<file path="src/rtl/c2h_pkg.sv">
// Shared types and defaults for the C2H test-pattern write path.
package c2h_pkg;

  localparam int unsigned C2H_ADDR_W = 10;
  localparam int unsigned C2H_DATA_W = 8;

  typedef enum logic [1:0] {
    ST_IDLE  = 2'd0,
    ST_FILL  = 2'd1,
    ST_CHECK = 2'd2,
    ST_WAIT  = 2'd3
  } wr_state_e;

  // Bytes per bank: the top address bit selects the bank.
  function automatic int unsigned bank_len(input int unsigned addr_w);
    return 32'd1 << (addr_w - 1);
  endfunction

endpackage

</file>
<file path="src/rtl/ram_pingpong_ctrl.sv">
// Ping-pong write scheduler: fills one RAM bank at a time from the pattern
// generator and offers each full bank to the C2H reader with req/ack.
//
// state    | meaning
// ---------+-------------------------------------------------------------
// ST_IDLE  | run_i low; generator gated, waiting to start
// ST_FILL  | generator enabled, each valid byte written to {wr_bank,wcnt}
// ST_CHECK | one cycle after a bank completes; decide FILL/WAIT/IDLE
// ST_WAIT  | next bank still held by the reader; stall counter runs
module ram_pingpong_ctrl
  import c2h_pkg::*;
#(
  parameter int ADDR_W  = C2H_ADDR_W,
  parameter int DATA_W  = C2H_DATA_W,
  parameter int STALL_W = 16
) (
  input  logic               clk_50m,
  input  logic               usr_rst,
  input  logic               run_i,
  input  logic               stop_i,
  input  logic               gen_vld_i,
  input  logic [DATA_W-1:0]  gen_data_i,
  output logic               gen_en_o,
  output logic               ram_wea_o,
  output logic [ADDR_W-1:0]  ram_addra_o,
  output logic [DATA_W-1:0]  ram_dina_o,
  output logic               rd_req_o,
  output logic               rd_bank_o,
  input  logic               rd_ack_i,
  output logic               busy_o,
  output logic [STALL_W-1:0] stall_cnt_o,
  output logic               err_o
);

  localparam int OFF_W = ADDR_W - 1;
  localparam int unsigned BANK_LEN = bank_len(ADDR_W);
  localparam logic [OFF_W-1:0] LAST_OFF = OFF_W'(BANK_LEN - 1);

  wr_state_e          state_q, state_d;
  logic               wr_bank_q, wr_bank_d;
  logic [OFF_W-1:0]   wcnt_q, wcnt_d;
  logic [1:0]         full_q, full_d;
  logic               rd_bank_q, rd_bank_d;
  logic               rd_req_q, rd_req_d;
  logic               gen_en_q, gen_en_d;
  logic               wea_q, wea_d;
  logic [ADDR_W-1:0]  addra_q, addra_d;
  logic [DATA_W-1:0]  dina_q, dina_d;
  logic               busy_q, busy_d;
  logic [STALL_W-1:0] stall_q, stall_d;
  logic               err_q, err_d;

  logic               ack_ok;
  logic               wr_fire;
  logic               bank_done;
  logic [1:0]         full_set;
  logic [1:0]         full_clr;
  logic [1:0]         full_acked;

  always_comb begin
    state_d   = state_q;
    wr_bank_d = wr_bank_q;
    wcnt_d    = wcnt_q;
    addra_d   = addra_q;
    dina_d    = dina_q;
    stall_d   = stall_q;
    full_set  = 2'b00;
    full_clr  = 2'b00;

    ack_ok    = rd_ack_i & rd_req_q;
    wr_fire   = (state_q == ST_FILL) & gen_vld_i;
    bank_done = wr_fire & (wcnt_q == LAST_OFF);

    if (bank_done) full_set[wr_bank_q] = 1'b1;
    if (ack_ok)    full_clr[rd_bank_q] = 1'b1;
    full_acked = full_q & ~full_clr;
    full_d     = full_acked | full_set;

    // A bank filled this cycle is offered one cycle later, hence full_acked.
    rd_bank_d = rd_bank_q ^ ack_ok;
    rd_req_d  = full_acked[rd_bank_d];
    err_d     = err_q | (rd_ack_i & ~rd_req_q);

    wea_d = wr_fire;
    if (wr_fire) begin
      addra_d = {wr_bank_q, wcnt_q};
      dina_d  = gen_data_i;
      wcnt_d  = wcnt_q + OFF_W'(1);
    end

    case (state_q)
      ST_IDLE: begin
        if (run_i) state_d = full_q[wr_bank_q] ? ST_WAIT : ST_FILL;
      end
      ST_FILL: begin
        if (bank_done) begin
          wr_bank_d = ~wr_bank_q;
          state_d   = ST_CHECK;
        end
      end
      ST_CHECK: begin
        if (!run_i)                 state_d = ST_IDLE;
        else if (full_q[wr_bank_q]) state_d = ST_WAIT;
        else                        state_d = ST_FILL;
      end
      ST_WAIT: begin
        if (stall_q != '1) stall_d = stall_q + STALL_W'(1);
        if (!run_i)                  state_d = ST_IDLE;
        else if (!full_q[wr_bank_q]) state_d = ST_FILL;
      end
      default: state_d = ST_IDLE;
    endcase

    gen_en_d = (state_d == ST_FILL);
    busy_d   = (state_d != ST_IDLE) | (|full_d);
  end

  always_ff @(posedge clk_50m) begin
    if (usr_rst || stop_i) begin
      state_q   <= ST_IDLE;
      wr_bank_q <= 1'b0;
      wcnt_q    <= '0;
      full_q    <= 2'b00;
      rd_bank_q <= 1'b0;
      rd_req_q  <= 1'b0;
      gen_en_q  <= 1'b0;
      wea_q     <= 1'b0;
      addra_q   <= '0;
      dina_q    <= '0;
      busy_q    <= 1'b0;
      stall_q   <= '0;
      err_q     <= 1'b0;
    end else begin
      state_q   <= state_d;
      wr_bank_q <= wr_bank_d;
      wcnt_q    <= wcnt_d;
      full_q    <= full_d;
      rd_bank_q <= rd_bank_d;
      rd_req_q  <= rd_req_d;
      gen_en_q  <= gen_en_d;
      wea_q     <= wea_d;
      addra_q   <= addra_d;
      dina_q    <= dina_d;
      busy_q    <= busy_d;
      stall_q   <= stall_d;
      err_q     <= err_d;
    end
  end

  assign gen_en_o    = gen_en_q;
  assign ram_wea_o   = wea_q;
  assign ram_addra_o = addra_q;
  assign ram_dina_o  = dina_q;
  assign rd_req_o    = rd_req_q;
  assign rd_bank_o   = rd_bank_q;
  assign busy_o      = busy_q;
  assign stall_cnt_o = stall_q;
  assign err_o       = err_q;

endmodule

</file>
<file path="config.mk">
export PLATFORM = sky130hd
export DESIGN_NAME = ram_pingpong_ctrl
export DESIGN_NICKNAME = d
export VERILOG_FILES = /design/src/rtl/c2h_pkg.sv /design/src/rtl/ram_pingpong_ctrl.sv
export SDC_FILE = /design/constraint.sdc
export NUM_CORES = 1
export LEC_CHECK = 0
export BUFFER_PORTS_ARGS = -buffer_cell sky130_fd_sc_hd__buf_4
export CORE_ASPECT_RATIO = 1.1
export CORE_UTILIZATION = 40
export CTS_BUF_LIST = sky130_fd_sc_hd__clkbuf_8
export DETAILED_ROUTE_END_ITERATION = 8
export GPL_ROUTABILITY_DRIVEN = 0
export PLACE_DENSITY = 0.58
export SLEW_MARGIN = 20
export SYNTH_ARGS = -nofsm -noshare
export SYNTH_HDL_FRONTEND = slang
export SYNTH_SLANG_ARGS = --single-unit
</file>
<file path="constraint.sdc">
create_clock -name clk_50m -period 2.54 [get_ports clk_50m]
set_clock_uncertainty 0.05 [all_clocks]
set_input_delay 0.127 -clock clk_50m [delete_from_list [all_inputs] [get_ports clk_50m]]
set_output_delay 0.127 -clock clk_50m [all_outputs]
set_load 0.02 [all_outputs]
</file>
* Word-level counts from Yosys, hierarchy flattened *
Cells that the tools add are included.

operators by class
  shift-type cells = 0
  $add $sub $neg = 2
  bitwise logic cells = 12
  eq/ne operators = 6
  mux-type cells = 17
  multiply operators = 0
  order comparisons = 5
  divide/modulo/power cells = 0
  reduce and logical (&&, ||, !) cells = 8

operators by type and width
  kind                   count
  $add 16x1->16 const B  1
  $mux 2                 8
  $ne 16x16->1 const B   1
  $add 9x1->9 const B    1
  $eq 9x9->1 const B     1
  $pmux 2 s4             1
  $lt 1x2->1 const B     3
  $mux 1                 6
  $and 1x1->1            4
  $eq 2x1->1 const B     2
  $eq 2x2->1 const B     2
  $reduce_and 2->1       2
  $and 2x2->2            1
  $demux 1 s1            2
  $ge 1x1->1 const B     2
  $logic_and 1x1->1      2
  $logic_not 2->1        1
  $not 1->1              2
  $not 2->2              1
  $or 1x1->1             2
  $or 2x2->2             1
  $reduce_bool 2->1      1
  $reduce_or 2->1        1
  $logic_or 1x1->1       1
  $xor 1x1->1            1

storage, ports and cells
  bits in registers = 54
  memories kept = 0
  word-level logic and storage cells = 63
  output and inout port bits = 40
  bits in read-only memories = 0
  memory bits (writable) = 0
  latch bits = 0

* Longest topological paths before layout *
Gate-level depths: netlist of run 1.

  depth after elaboration = 10
  gate-level depth with buffers = 7
  mapped depth without buffers = 7

* Worst setup path before layout of run 1 *
Ideal clock, no wire load.

  path type = reg2reg
  start point = register stall_q[0] (netlist: stall_cnt_o[0])
  end point = register stall_q[3] (netlist: stall_cnt_o[3])
  clock period less this slack = 1.847 ns
  buffers on the path = 1
  data arrival time = 1.683 ns
  cell stages (with the launch flop) = 7
  setup time = 0.115 ns
  required time = 2.375 ns
  path slack = 0.693 ns
  cell sequence = dfxtp_1 > ha_1 > nand4_1 > nor4_4 > buf_6 > nor4_1 > o21a_1

on the way
  longest elaborated chain between the ends = 2

ends and longest elaborated chain
  what                                                   RTL line                  text
  start, declared                                        ram_pingpong_ctrl.sv:50   logic [STALL_W-1:0] stall_q, stall_d;
  start signal, assigned                                 ram_pingpong_ctrl.sv:145  stall_q <= stall_d;
  branches (longest 2 deep; another with $add 16x1->16)  -

Parallel ways; which one is timed is not known.
A chain may end at the register's enable or synchronous reset.

* Final worst setup path of run 1 *
  start point = register stall_q[0] (netlist: stall_cnt_o[0])
  end point = register stall_q[8] (netlist: stall_cnt_o[8])

Same word-level chain as after synthesis.

==> impl_metrics.tcl, run 1 <==
set metrics [dict create \
    result_of_the_run "completed" \
    vdd_drop_max_mv 0.229 \
    grt_pass1_vias 1871 \
    buffering_stage_count_on_the_worst_path_with_inverters_included 0 \
    ys_async_sr_fraction_pct 0 \
    r2r.worst_path.cells 5 \
    timing.final.max_slew_violations 0 \
    clock_sinks 54 \
    wire_length_reported_by_the_detailed_router_um 5250 \
    grt_max_degree 36 \
    cap_viol_max_count 0 \
    cts_resized 0 \
    floorplan.die.height_um 81.5 \
    post_cts.repair.setup_buffers 0 \
    max_freq_mhz 495 \
    criticalPathCategory "flop to flop" \
    drive_above_1_share_pct 21.9 \
    globalRouteTotalUtil_pct 18.5 \
    placement.cell_area_mm2 0.00276 \
    num-fill-cells 563 \
    floorplan.initialDensity_pct 42.1 \
    numCtsBuffers 5 \
    drtAntennaViolNets 0 \
    power_leakage_uw 0.00110 \
    layout_worst_path_cycle_share_pct 79.5 \
    worstSetupStartpoint "stall_cnt_o[0]$_SDFFE_PP0P_" \
    syn_nets 286 \
    power_per_cell_area_mw_per_mm2 518 \
    cp_slowest_cell "sky130_fd_sc_hd__nor4_4" \
    viasPerCell 5.26 \
    synth.lib_cells_used.distinct 42 \
    startpoint_type "flop" \
    holdPathStages 3 \
    yosys_warnings 0 \
    clk-insertion-delay-late_ns 0.30 \
    drt-pass1-iter-count 4 \
    port-buffer-count 53 \
    max-clock-path-buffers 2 \
    synth.yosys.seq_area_share_pct 47.0 \
    ctsHtreeMaxLevel 2 \
    synth_seq_cells 54 \
    timing.critical_path.cells "ha_1 > nand4_1 > nor4_4 > o21ai_0 > a21oi_1" \
    crit_path_max_incr_delay_ns 0.71 \
    timing.hold.ws_ns 0.0174 \
    report.final.hold_viol_count 0 \
    drtIter0Drc 63 \
    final_cell_area_mm2 0.00288 \
    finalSetupViolCount 0 \
    fp-row-count 28 \
    die_x_um 74.3 \
    worst_path_dominant_cell_family "simple AND/OR/NAND/NOR gates" \
    grt_antenna_before_repair 0 \
    worst_tran_pin_value_ns 0.717 \
    hpwl_after_detailed_placement_um 3730 \
    synthFlopType "sky130_fd_sc_hd__dfxtp_1" \
    drcViolationCount 0 \
    timing.critical_path.to "stall_cnt_o[8]$_SDFFE_PP0P_" \
    clock_tree.root_cell "sky130_fd_sc_hd__clkbuf_8" \
    numPlacedInstances 386 \
    first_pass_grt_wire_length_um 8600 \
    reg2reg_from "stall_cnt_o[0]$_SDFFE_PP0P_" \
    grt_setup_unrepaired "false" \
    nNetsFinal 338 \
    placeableCoreArea_mm2 0.00547 \
    worst_path_maximum_fanout 17 \
    post_synth_instance_area_mm2 0.00230 \
    worst-path-stages 5 \
    worstReg2RegEnd "stall_cnt_o[8]$_SDFFE_PP0P_" \
    power_uw 1490 \
    final.setup.tns_ns 0 \
    number_of_synthesized_flops_with_an_enable_pin 0 \
    crit_path_end_kind "flop" \
    dieArea_mm2 0.00606 \
    antenna_cells_inserted 0 \
    syn_avg_cell_area_um2 8.61 \
    drt-wirelength-per-cell_um 13.3 \
    area_growth_syn_to_layout_pct 25.3 \
    worst_ep_arrival_time_ns 2.20 \
    netlist_instances 267 \
    timing.slew.headroom_pct 51.8 \
    period_needed_ns 2.02 \
    cts.reportedPaths.clkPinSlew_ns 0.09 \
    finish.cell_count_without_fillers 394 \
    num_io_pins 54 \
    cts_tree "yes" \
    global_route.overflow_total 0 \
    reg_to_reg_slack_setup_ns 0.52 \
    timing.hold.worst.class "input port to flop" \
    number_of_vias_after_detailed_routing 2074 \
    worstPathRequired_ns 2.72 \
]
power by group:
part           total [uW]  switching [uW]  internal (uW)
Clock                 579             263            316
Sequential            853            2.87            850
Combinational        61.5            35.5           25.9
layout by cell type (no fill, tap or decap), types with 3 or more instances in the layout:
cell type                   n
sky130_fd_sc_hd__buf_4     56
sky130_fd_sc_hd__dfxtp_1   54
sky130_fd_sc_hd__nand2_1   52
sky130_fd_sc_hd__a21oi_1   35
sky130_fd_sc_hd__nor2_1    15
sky130_fd_sc_hd__nand4_1   12
sky130_fd_sc_hd__nand3_1    7
sky130_fd_sc_hd__o21ai_0    7
sky130_fd_sc_hd__or3_1      7
sky130_fd_sc_hd__o31ai_1    6
sky130_fd_sc_hd__or4_1      6
sky130_fd_sc_hd__clkbuf_8   6
sky130_fd_sc_hd__and2_1     5
sky130_fd_sc_hd__ha_1       5
sky130_fd_sc_hd__xor2_1     4
sky130_fd_sc_hd__inv_1      3
sky130_fd_sc_hd__and4_1     3
sky130_fd_sc_hd__mux2i_1    3
sky130_fd_sc_hd__xnor2_1    3
synthesized netlist by cell type (5+ instances only):
cell type	n	area [um^2]
sky130_fd_sc_hd__or3_1	7	43.8
sky130_fd_sc_hd__nand3_1	7	35.0
sky130_fd_sc_hd__nand4_1	12	75.1
sky130_fd_sc_hd__or4_1	6	45.0
sky130_fd_sc_hd__ha_1	5	62.6
sky130_fd_sc_hd__o31ai_1	6	45.0
sky130_fd_sc_hd__and2_1	5	31.3
sky130_fd_sc_hd__a21oi_1	35	175
sky130_fd_sc_hd__dfxtp_1	54	1080
sky130_fd_sc_hd__o21ai_0	7	35.0
sky130_fd_sc_hd__nor2_1	15	56.3
sky130_fd_sc_hd__clkbuf_1	5	18.8
sky130_fd_sc_hd__nand2_1	52	195
flip-flops by register name, summed over array words and instances (netlist names):
register,count
err_o,1
full_q,2
wcnt_q,9
rd_req_o,1
wr_bank_q,1
state_q,2
gen_en_o,1
ram_addra_o,10
ram_dina_o,8
ram_wea_o,1
stall_cnt_o,16
rd_bank_o,1
busy_o,1
worst reg2reg max path: cells and delay by family (launching register included):
family,cells,cell delay (ns)
and+or+nand+nor,2,0.89
DFF,1,0.41
AOI/OAI and AO/OA,2,0.36
adders and majority gates,1,0.25
metal layers:
layer	vias to the layer above	GRT usage, %	part of all wire [%]
met5	-	0	0
met1	979	22.9	43
met2	38	31.3	52
li1	1051	-	-
met3	6	4.66	4.3
met4	0	5.85	1.1
cells by family after synthesis:
family	after synthesis	synth area share, %
simple gates	125	29.0
buf+inv	15	2.88
flops	54	47.0
mux	4	1.80
fa+ha+maj	5	2.72
xor+xnor	7	2.67
compound gates	57	13.9
worst min path at each step:
| stage | to | slack (ns) | startpoint |
|---|---|---|---|
| 6_report | ram_dina_o[3]$_SDFFE_PP0P_ | 0.02 | gen_data_i[3] |
| 5_1_grt | ram_dina_o[3]$_SDFFE_PP0P_ | 0.01 | gen_data_i[3] |
| 4_1_cts | ram_dina_o[7]$_SDFFE_PP0P_ | 0.005 | gen_data_i[7] |
| 3_5_place_dp | err_o$_SDFF_PP0_ | 0.32 | rd_ack_i |
| 3_3_place_gp | err_o$_SDFF_PP0_ | 0.32 | rd_ack_i |
| 2_1_floorplan | ram_dina_o[0]$_SDFFE_PP0P_ | 0.21 | gen_data_i[0] |
stage by stage:
step / utilization, % / worst slack (ns)
2_1_floorplan: - / 0.693
3_3_place_gp: 50.5 / 0.627
3_5_place_dp: 50.5 / 0.538
4_1_cts: 52.7 / 0.510
5_1_grt: 52.7 / 0.290
6_report: 52.7 / 0.520
what timing repair did:
| item | 4_1_cts | 5_1_grt |
|---|---|---|
| hold buffers | 1 | 0 |
| setup endpoints to repair | 0 | 0 |
| endpoints found under the hold margin | 1 | 0 |
final cells by class:
type / instances / area (um^2) / share of cell area (%)
clock buffers: 6 / 82.6 / 2.87
inverters: 3 / 11.3 / 0.391
multi-input cells: 198 / 1150 / 40.0
flip-flops and latches: 54 / 1080 / 37.5
repair buffers: 57 / 430 / 14.9
clock inverters: 1 / 30.0 / 1.04
well taps: 75 / 93.8 / 3.26
No activity file was read; power rests on OpenSTA's default activity.
==> inputs of run 2 (changes only) <==
- ABC_AREA: default -> 1
- PLACE_DENSITY: 0.58 -> 0.61
- clock period: 2.54 -> 1.7 ns (I/O delays scaled with it)
==> run 2 against run 1 <==
Routed wire length shrank 2.5%; worst setup slack got worse by 0.38 ns; sequential cell count unchanged; count of clock-buffer cells in the layout down 1; die area grew 2.3%; critical endpoint is now stall_cnt_o[13]$_SDFFE_PP0P_; highest routed layer unchanged.
==> impl_metrics.tcl, run 2 <==
set metrics [dict create \
    num_io_pins 54 \
    crit_path_max_incr_delay_ns 0.34 \
    syn_nets 348 \
    grt_antenna_before_repair 0 \
    number_of_vias_after_detailed_routing 2226 \
    clk-insertion-delay-late_ns 0.31 \
    criticalPathCategory "flop to flop" \
    buffering_stage_count_on_the_worst_path_with_inverters_included 1 \
    synth.largest_area_cell "sky130_fd_sc_hd__dfxtp_1" \
    compound_cell_area_share_of_the_yosys_netlist_pct 11.5 \
    yosys.area_share.xor_xnor_pct 2.60 \
    drtAntennaViolNets 0 \
    dieArea_mm2 0.00619 \
    drive_above_1_share_pct 21.1 \
    synthFlopType "sky130_fd_sc_hd__dfxtp_1" \
    grt_setup_unrepaired "true" \
    netlist_instances 329 \
    die_x_um 75.1 \
    worst_tran_pin_value_ns 0.370 \
    floorplan.die.height_um 82.5 \
    post_synth_instance_area_mm2 0.00235 \
    grt_pass1_vias 2015 \
    drt-wirelength-per-cell_um 10.8 \
    synth-simple-area-share_pct 30.7 \
    nNetsFinal 417 \
    globalRouteTotalUtil_pct 18.4 \
    area_growth_syn_to_layout_pct 32.2 \
    timing.hold.worst.class "input port to flop" \
    reg2reg_from "stall_cnt_o[0]$_SDFFE_PP0P_" \
    power_leakage_uw 0.00133 \
    worst_path_maximum_fanout 12 \
    crit_path_top_cell_by_count "sky130_fd_sc_hd__nor2_2" \
    timing.hold.ws_ns 0.0211 \
    power_per_cell_area_mw_per_mm2 727 \
    cts.reportedPaths.clkPinSlew_ns 0.09 \
    result_of_the_run "completed" \
    cap_viol_max_count 0 \
    vdd_drop_max_mv 0.532 \
    placement.cell_area_mm2 0.00287 \
    finish.cell_count_without_fillers 474 \
    layout_worst_path_cycle_share_pct 91.9 \
    port-buffer-count 53 \
    hpwl_after_detailed_placement_um 3560 \
    numCtsBuffers 5 \
    ctsHtreeMaxLevel 2 \
    cp_slowest_cell "sky130_fd_sc_hd__dfxtp_1" \
    ys_async_sr_fraction_pct 0 \
    antenna_cells_inserted 0 \
    timing.slew.headroom_pct 75.1 \
    drt-pass1-iter-count 4 \
    yosys_warnings 0 \
    floorplan.initialDensity_pct 42.5 \
    cts_tree "yes" \
    crit_path_end_kind "flop" \
    area_share_of_fa_ha_maj_cells_after_synthesis_pct 2.66 \
    synth_top_cells_by_area "sky130_fd_sc_hd__dfxtp_1, sky130_fd_sc_hd__nor2_1, sky130_fd_sc_hd__nand2_1" \
    viasPerCell 4.70 \
    synthDominantCellAreaShare_pct 45.9 \
    report.final.hold_viol_count 0 \
    yosys.cell_count.top_type "sky130_fd_sc_hd__nor2_1" \
    period_needed_ns 1.56 \
    final_cell_area_mm2 0.00311 \
    placeableCoreArea_mm2 0.00554 \
    timing.critical_path.cells "ha_1 > nand2_1 > nor2_2 > nand2_2 > nor2_2 > nor2_4 > buf_12 > a21oi_1 > nor2_1" \
    synth_seq_cells 54 \
    synth.lib_cells_used.distinct 24 \
    finalSetupViolCount 0 \
    numPlacedInstances 455 \
    clock_sinks 54 \
    worstPathRequired_ns 1.85 \
    worst_ep_arrival_time_ns 1.72 \
    hp_start "usr_rst" \
    synth.yosys.seq_area_share_pct 45.9 \
    worst_path_dominant_cell_family "simple AND/OR/NAND/NOR gates" \
    fp-row-count 28 \
    drtIter0Drc 64 \
    post_synth_mux_area_share_pct 0 \
    max_freq_mhz 640 \
    layout_common_cells "sky130_fd_sc_hd__nand2_1, sky130_fd_sc_hd__nor2_1, sky130_fd_sc_hd__buf_4, sky130_fd_sc_hd__dfxtp_1, sky130_fd_sc_hd__inv_1" \
    number_of_synthesized_flops_with_an_enable_pin 0 \
    global_route.overflow_total 0 \
    startpoint_type "flop" \
    drcViolationCount 0 \
    grt_max_degree 26 \
    max-clock-path-buffers 2 \
    dominant_combinational_cell_family_by_area_after_synthesis "simple AND/OR/NAND/NOR gates" \
    timing.final.max_slew_violations 0 \
    clock_tree.root_cell "sky130_fd_sc_hd__clkbuf_8" \
    largest_reg_flops 16 \
    wire_length_reported_by_the_detailed_router_um 5120 \
    worstSetupStartpoint "stall_cnt_o[0]$_SDFFE_PP0P_" \
    syn_avg_cell_area_um2 7.15 \
    first_pass_grt_wire_length_um 8690 \
    synth_top_cells_by_count "sky130_fd_sc_hd__nor2_1, sky130_fd_sc_hd__nand2_1, sky130_fd_sc_hd__dfxtp_1, sky130_fd_sc_hd__inv_1, sky130_fd_sc_hd__a21oi_1" \
]
==> run 2: cell types whose count changed in the layout (fill, tap and decap cells not counted), moves of 8 or more <==
cell                            delta
sky130_fd_sc_hd__a21oi_1          -10
sky130_fd_sc_hd__dlygate4sd3_1     +8
sky130_fd_sc_hd__o21ai_0          +16
sky130_fd_sc_hd__nand2_1          +16
sky130_fd_sc_hd__nor2_1           +53
sky130_fd_sc_hd__inv_1            +26
==> run 2: worst reg2reg max path: cells and delay by family, from the launching register on <==
| family | cells | cell delay (ns) |
|---|---|---|
| simple gates | 6 | 0.61 |
| flops | 1 | 0.34 |
| fa+ha+maj | 1 | 0.20 |
| compound gates | 1 | 0.13 |
| buf+inv | 1 | 0.14 |
==> run 2: cells by family after synthesis <==
| kind of cell | after synthesis |
|---|---|
| AO/OA/AOI/OAI | 51 |
| XOR/XNOR | 7 |
| adder cells (fa/ha/maj) | 5 |
| buffers and inverters | 39 |
| flip-flops | 54 |
| AND/OR/NAND/NOR | 173 |
==> run 2: through the flow <==
step | utilization (%) | TNS, ns | setup slack [ns] | total power, uW
2_1_floorplan | - | 0 | 0.0157 | 1370
6_report | 56.2 | 0 | 0.139 | 2260
5_1_grt | 56.2 | -0.0479 | -0.0287 | 2360
3_3_place_gp | 51.9 | 0 | 0.148 | 1430
3_5_place_dp | 51.9 | 0 | 0.0879 | 1430
4_1_cts | 55.5 | 0 | 0.0589 | 2290
==> run 2: cell type report <==
type | count | area [um^2]
inverter | 29 | 109
multi-input combinational | 236 | 1130
fill | 540 | 2420
timing repair buffer | 72 | 588
tap | 75 | 93.8
clock buffer | 5 | 68.8
clock inverter | 3 | 41.3
sequential | 54 | 1080
==> run 2: per-layer routing <==
| metal | vias to the layer above | share of wire, % | GRT usage [%] |
|---|---|---|---|
| met5 | - | 0 | 0 |
| met4 | 0 | 1.3 | 6.11 |
| met3 | 6 | 4.0 | 4.13 |
| met2 | 38 | 49 | 33.8 |
| met1 | 1002 | 46 | 20.8 |
| li1 | 1180 | - | - |
==> run 2: power breakdown <==
part / switching, uW / total, uW / leakage, uW / internal, uW
combinational: 68.1 / 133 / 0.000835 / 64.7
sequential: 6.03 / 1280 / 0.000438 / 1280
clock: 414 / 848 / 0.0000556 / 434
total: 488 / 2260 / 0.00133 / 1770
==> run 2: worst paths after layout <==
kind,end,slack [ns],cells after the start
max reg2reg,stall_cnt_o[13]$_SDFFE_PP0P_,0.14,9
max,stall_cnt_o[13]$_SDFFE_PP0P_,0.14,9
min reg2reg,err_o$_SDFF_PP0_,0.43,2
min,stall_cnt_o[13]$_SDFFE_PP0P_,0.02,4
==> run 2: timing repair <==
action	CTS	global route
hold buffers	9	0
hold endpoints to repair	9	0
setup endpoints to repair	0	4
buffers inserted	0	2
gates resized for setup	0	4
==> inputs of run 3 (changes only) <==
--- a/config.mk
+++ b/config.mk
@@ -9,4 +9,5 @@
 export BUFFER_PORTS_ARGS = -buffer_cell sky130_fd_sc_hd__buf_4
 export CORE_ASPECT_RATIO = 1.1
+export CORE_MARGIN = 1
 export CORE_UTILIZATION = 40
 export CTS_BUF_LIST = sky130_fd_sc_hd__clkbuf_8
==> constraint.sdc (replaced) <==
create_clock -name clk_50m -period 1.7 [get_ports clk_50m]
set_clock_uncertainty 0.05 [all_clocks]
set_input_delay 0.17 -clock clk_50m [delete_from_list [all_inputs] [get_ports clk_50m]]
set_output_delay 0.17 -clock clk_50m [all_outputs]
set_load 0.02 [all_outputs]
==> run 3 against run 2 <==
Clock power hardly changed; critical path depth stayed put; cell count is 1.9% lower; worst setup slack worse by 0.00062 ns; die area stayed put; count of clock-buffer cells in the layout stayed put; critical path type unchanged; largest power group unchanged; highest routed layer unchanged.
==> impl_metrics.tcl, run 3 (same netlist as run 2, synthesis figures left out) <==
set metrics [dict create \
    result_of_the_run "completed" \
    power.net_switching_uw 484 \
    port-buffer-count 53 \
    final_util_pct 54.6 \
    globalRouteTotalUtil_pct 18.0 \
    wire_length_reported_by_the_detailed_router_um 5010 \
    placeableCoreArea_mm2 0.00554 \
    numCtsBuffers 5 \
    drive_above_1_share_pct 21.5 \
    worst_tran_pin_value_ns 0.369 \
    floorplan.die.height_um 82.5 \
    startpoint_type "flop" \
    cap_viol_max_count 0 \
    global_route.overflow_total 0 \
    post-route-worst-setup-slack_ns 0.138 \
    timing.hold.worst.class "input port to flop" \
    timing.hold.ws_ns 0.0287 \
    cts.reportedPaths.clkPinSlew_ns 0.09 \
    timing.slew.headroom_pct 75.2 \
    grt_setup_unrepaired "true" \
    criticalPathCategory "flop to flop" \
    nNetsFinal 408 \
    max_freq_mhz 640 \
    drtAntennaViolNets 0 \
    largest_reg_flops 16 \
    die_x_um 75.1 \
    drcViolationCount 0 \
    power_uw 2250 \
    drt-pass1-iter-count 4 \
    first_pass_grt_wire_length_um 8510 \
    power_leakage_uw 0.00129 \
    internal_power_uw 1760 \
    timing.final.max_slew_violations 0 \
    drtIter0Drc 56 \
    combinationalPowerShare_pct 5.2 \
    max-clock-path-buffers 2 \
    floorplan.initialDensity_pct 42.5 \
    worst_ep_arrival_time_ns 1.72 \
    layout_common_cells "sky130_fd_sc_hd__nand2_1, sky130_fd_sc_hd__nor2_1, sky130_fd_sc_hd__buf_4, sky130_fd_sc_hd__dfxtp_1, sky130_fd_sc_hd__inv_1" \
    grt_pass1_vias 1971 \
    clock_sinks 54 \
    worstPathRequired_ns 1.85 \
    fp-row-count 28 \
    finalSetupViolCount 0 \
    grt_antenna_before_repair 0 \
    period_needed_ns 1.56 \
    share_seq_of_total_power_pct 57.1 \
    crit_path_end_kind "flop" \
    worst_path_maximum_fanout 12 \
    clock_tree.root_cell "sky130_fd_sc_hd__clkbuf_8" \
    net_switching_fraction_of_the_power_pct 21.6 \
    power_per_cell_area_mw_per_mm2 743 \
    dieArea_mm2 0.00619 \
    detailedPlace.worstSlack_ns 0.0879 \
    num_io_pins 54 \
    clk-insertion-delay-late_ns 0.31 \
    number_of_vias_after_detailed_routing 2193 \
    cts_tree "yes" \
    report.final.hold_viol_count 0 \
    vdd_drop_max_mv 0.531 \
    cts-hold-fix-buffers 0 \
    area_growth_syn_to_layout_pct 28.4 \
    ctsHtreeMaxLevel 2 \
    power.share.clock_pct 37.7 \
    drt-wirelength-per-cell_um 10.8 \
    hpwl_after_detailed_placement_um 3560 \
    antenna_cells_inserted 0 \
    layout_worst_path_cycle_share_pct 91.9 \
    viasPerCell 4.72 \
    grt_max_degree 26 \
]
[run 3: cell type report]
type                            instances  area [um^2]
Clock inverter                          3         41.3
Fill cell                             549         2510
Inverter                               29          109
Sequential cell                        54         1080
Clock buffer                            5         68.8
Multi-Input combinational cell        236         1130
Timing Repair Buffer                   63          498
Tap cell                               75         93.8
[run 3: final timing paths]
kind	from	end	slack, ns	cells past startpoint
max	stall_cnt_o[0]$_SDFFE_PP0P_	stall_cnt_o[13]$_SDFFE_PP0P_	0.14	9
min	gen_data_i[7]	ram_dina_o[7]$_SDFFE_PP0P_	0.03	3
max reg2reg	stall_cnt_o[0]$_SDFFE_PP0P_	stall_cnt_o[13]$_SDFFE_PP0P_	0.14	9
min reg2reg	ram_addra_o[9]$_SDFFE_PP0P_	ram_addra_o[9]$_SDFFE_PP0P_	0.43	2
[run 3: power groups by stage]
stage                     clock network (uW)  logic, uW  registers [uW]
final                                    847        116            1280
after global routing                     928        128            1280
after CTS                                878        118            1280
after detailed placement                   0        118            1310
after global placement                     0        117            1310
after floorplan                            0       44.9            1320
[run 3: stage by stage]
step,cell area [um^2],std cells,TNS (ns)
after floorplan,2350,329,0
after global placement,2870,455,0
after detailed placement,2870,455,0
after CTS,2980,463,0
after global routing,3020,465,-0.0479
final,3020,465,0
[run 3: routing by layer]
metal  vias to the layer above  GRT usage, %  wire length (um)
met4                         0          6.11                68
met1                       985          20.6              2310
met3                         6          4.13               202
met5                         -             0                 0
met2                        40          32.7              2430
li1                       1162             -                 -
[run 3: critical path: stages, from the launching register on]
cell                      delay [ns]
sky130_fd_sc_hd__dfxtp_1        0.34
sky130_fd_sc_hd__ha_1           0.20
sky130_fd_sc_hd__nand2_1        0.08
sky130_fd_sc_hd__nor2_2         0.14
sky130_fd_sc_hd__nand2_2        0.11
sky130_fd_sc_hd__nor2_2         0.16
sky130_fd_sc_hd__nor2_4         0.06
sky130_fd_sc_hd__buf_12         0.14
sky130_fd_sc_hd__a21oi_1        0.13
sky130_fd_sc_hd__nor2_1         0.06
[run 3: what timing repair did]
item,4_1_cts,5_1_grt
hold endpoints to repair,0,0
gates resized for setup,0,4
setup endpoints to repair,0,4
buffers inserted,0,2
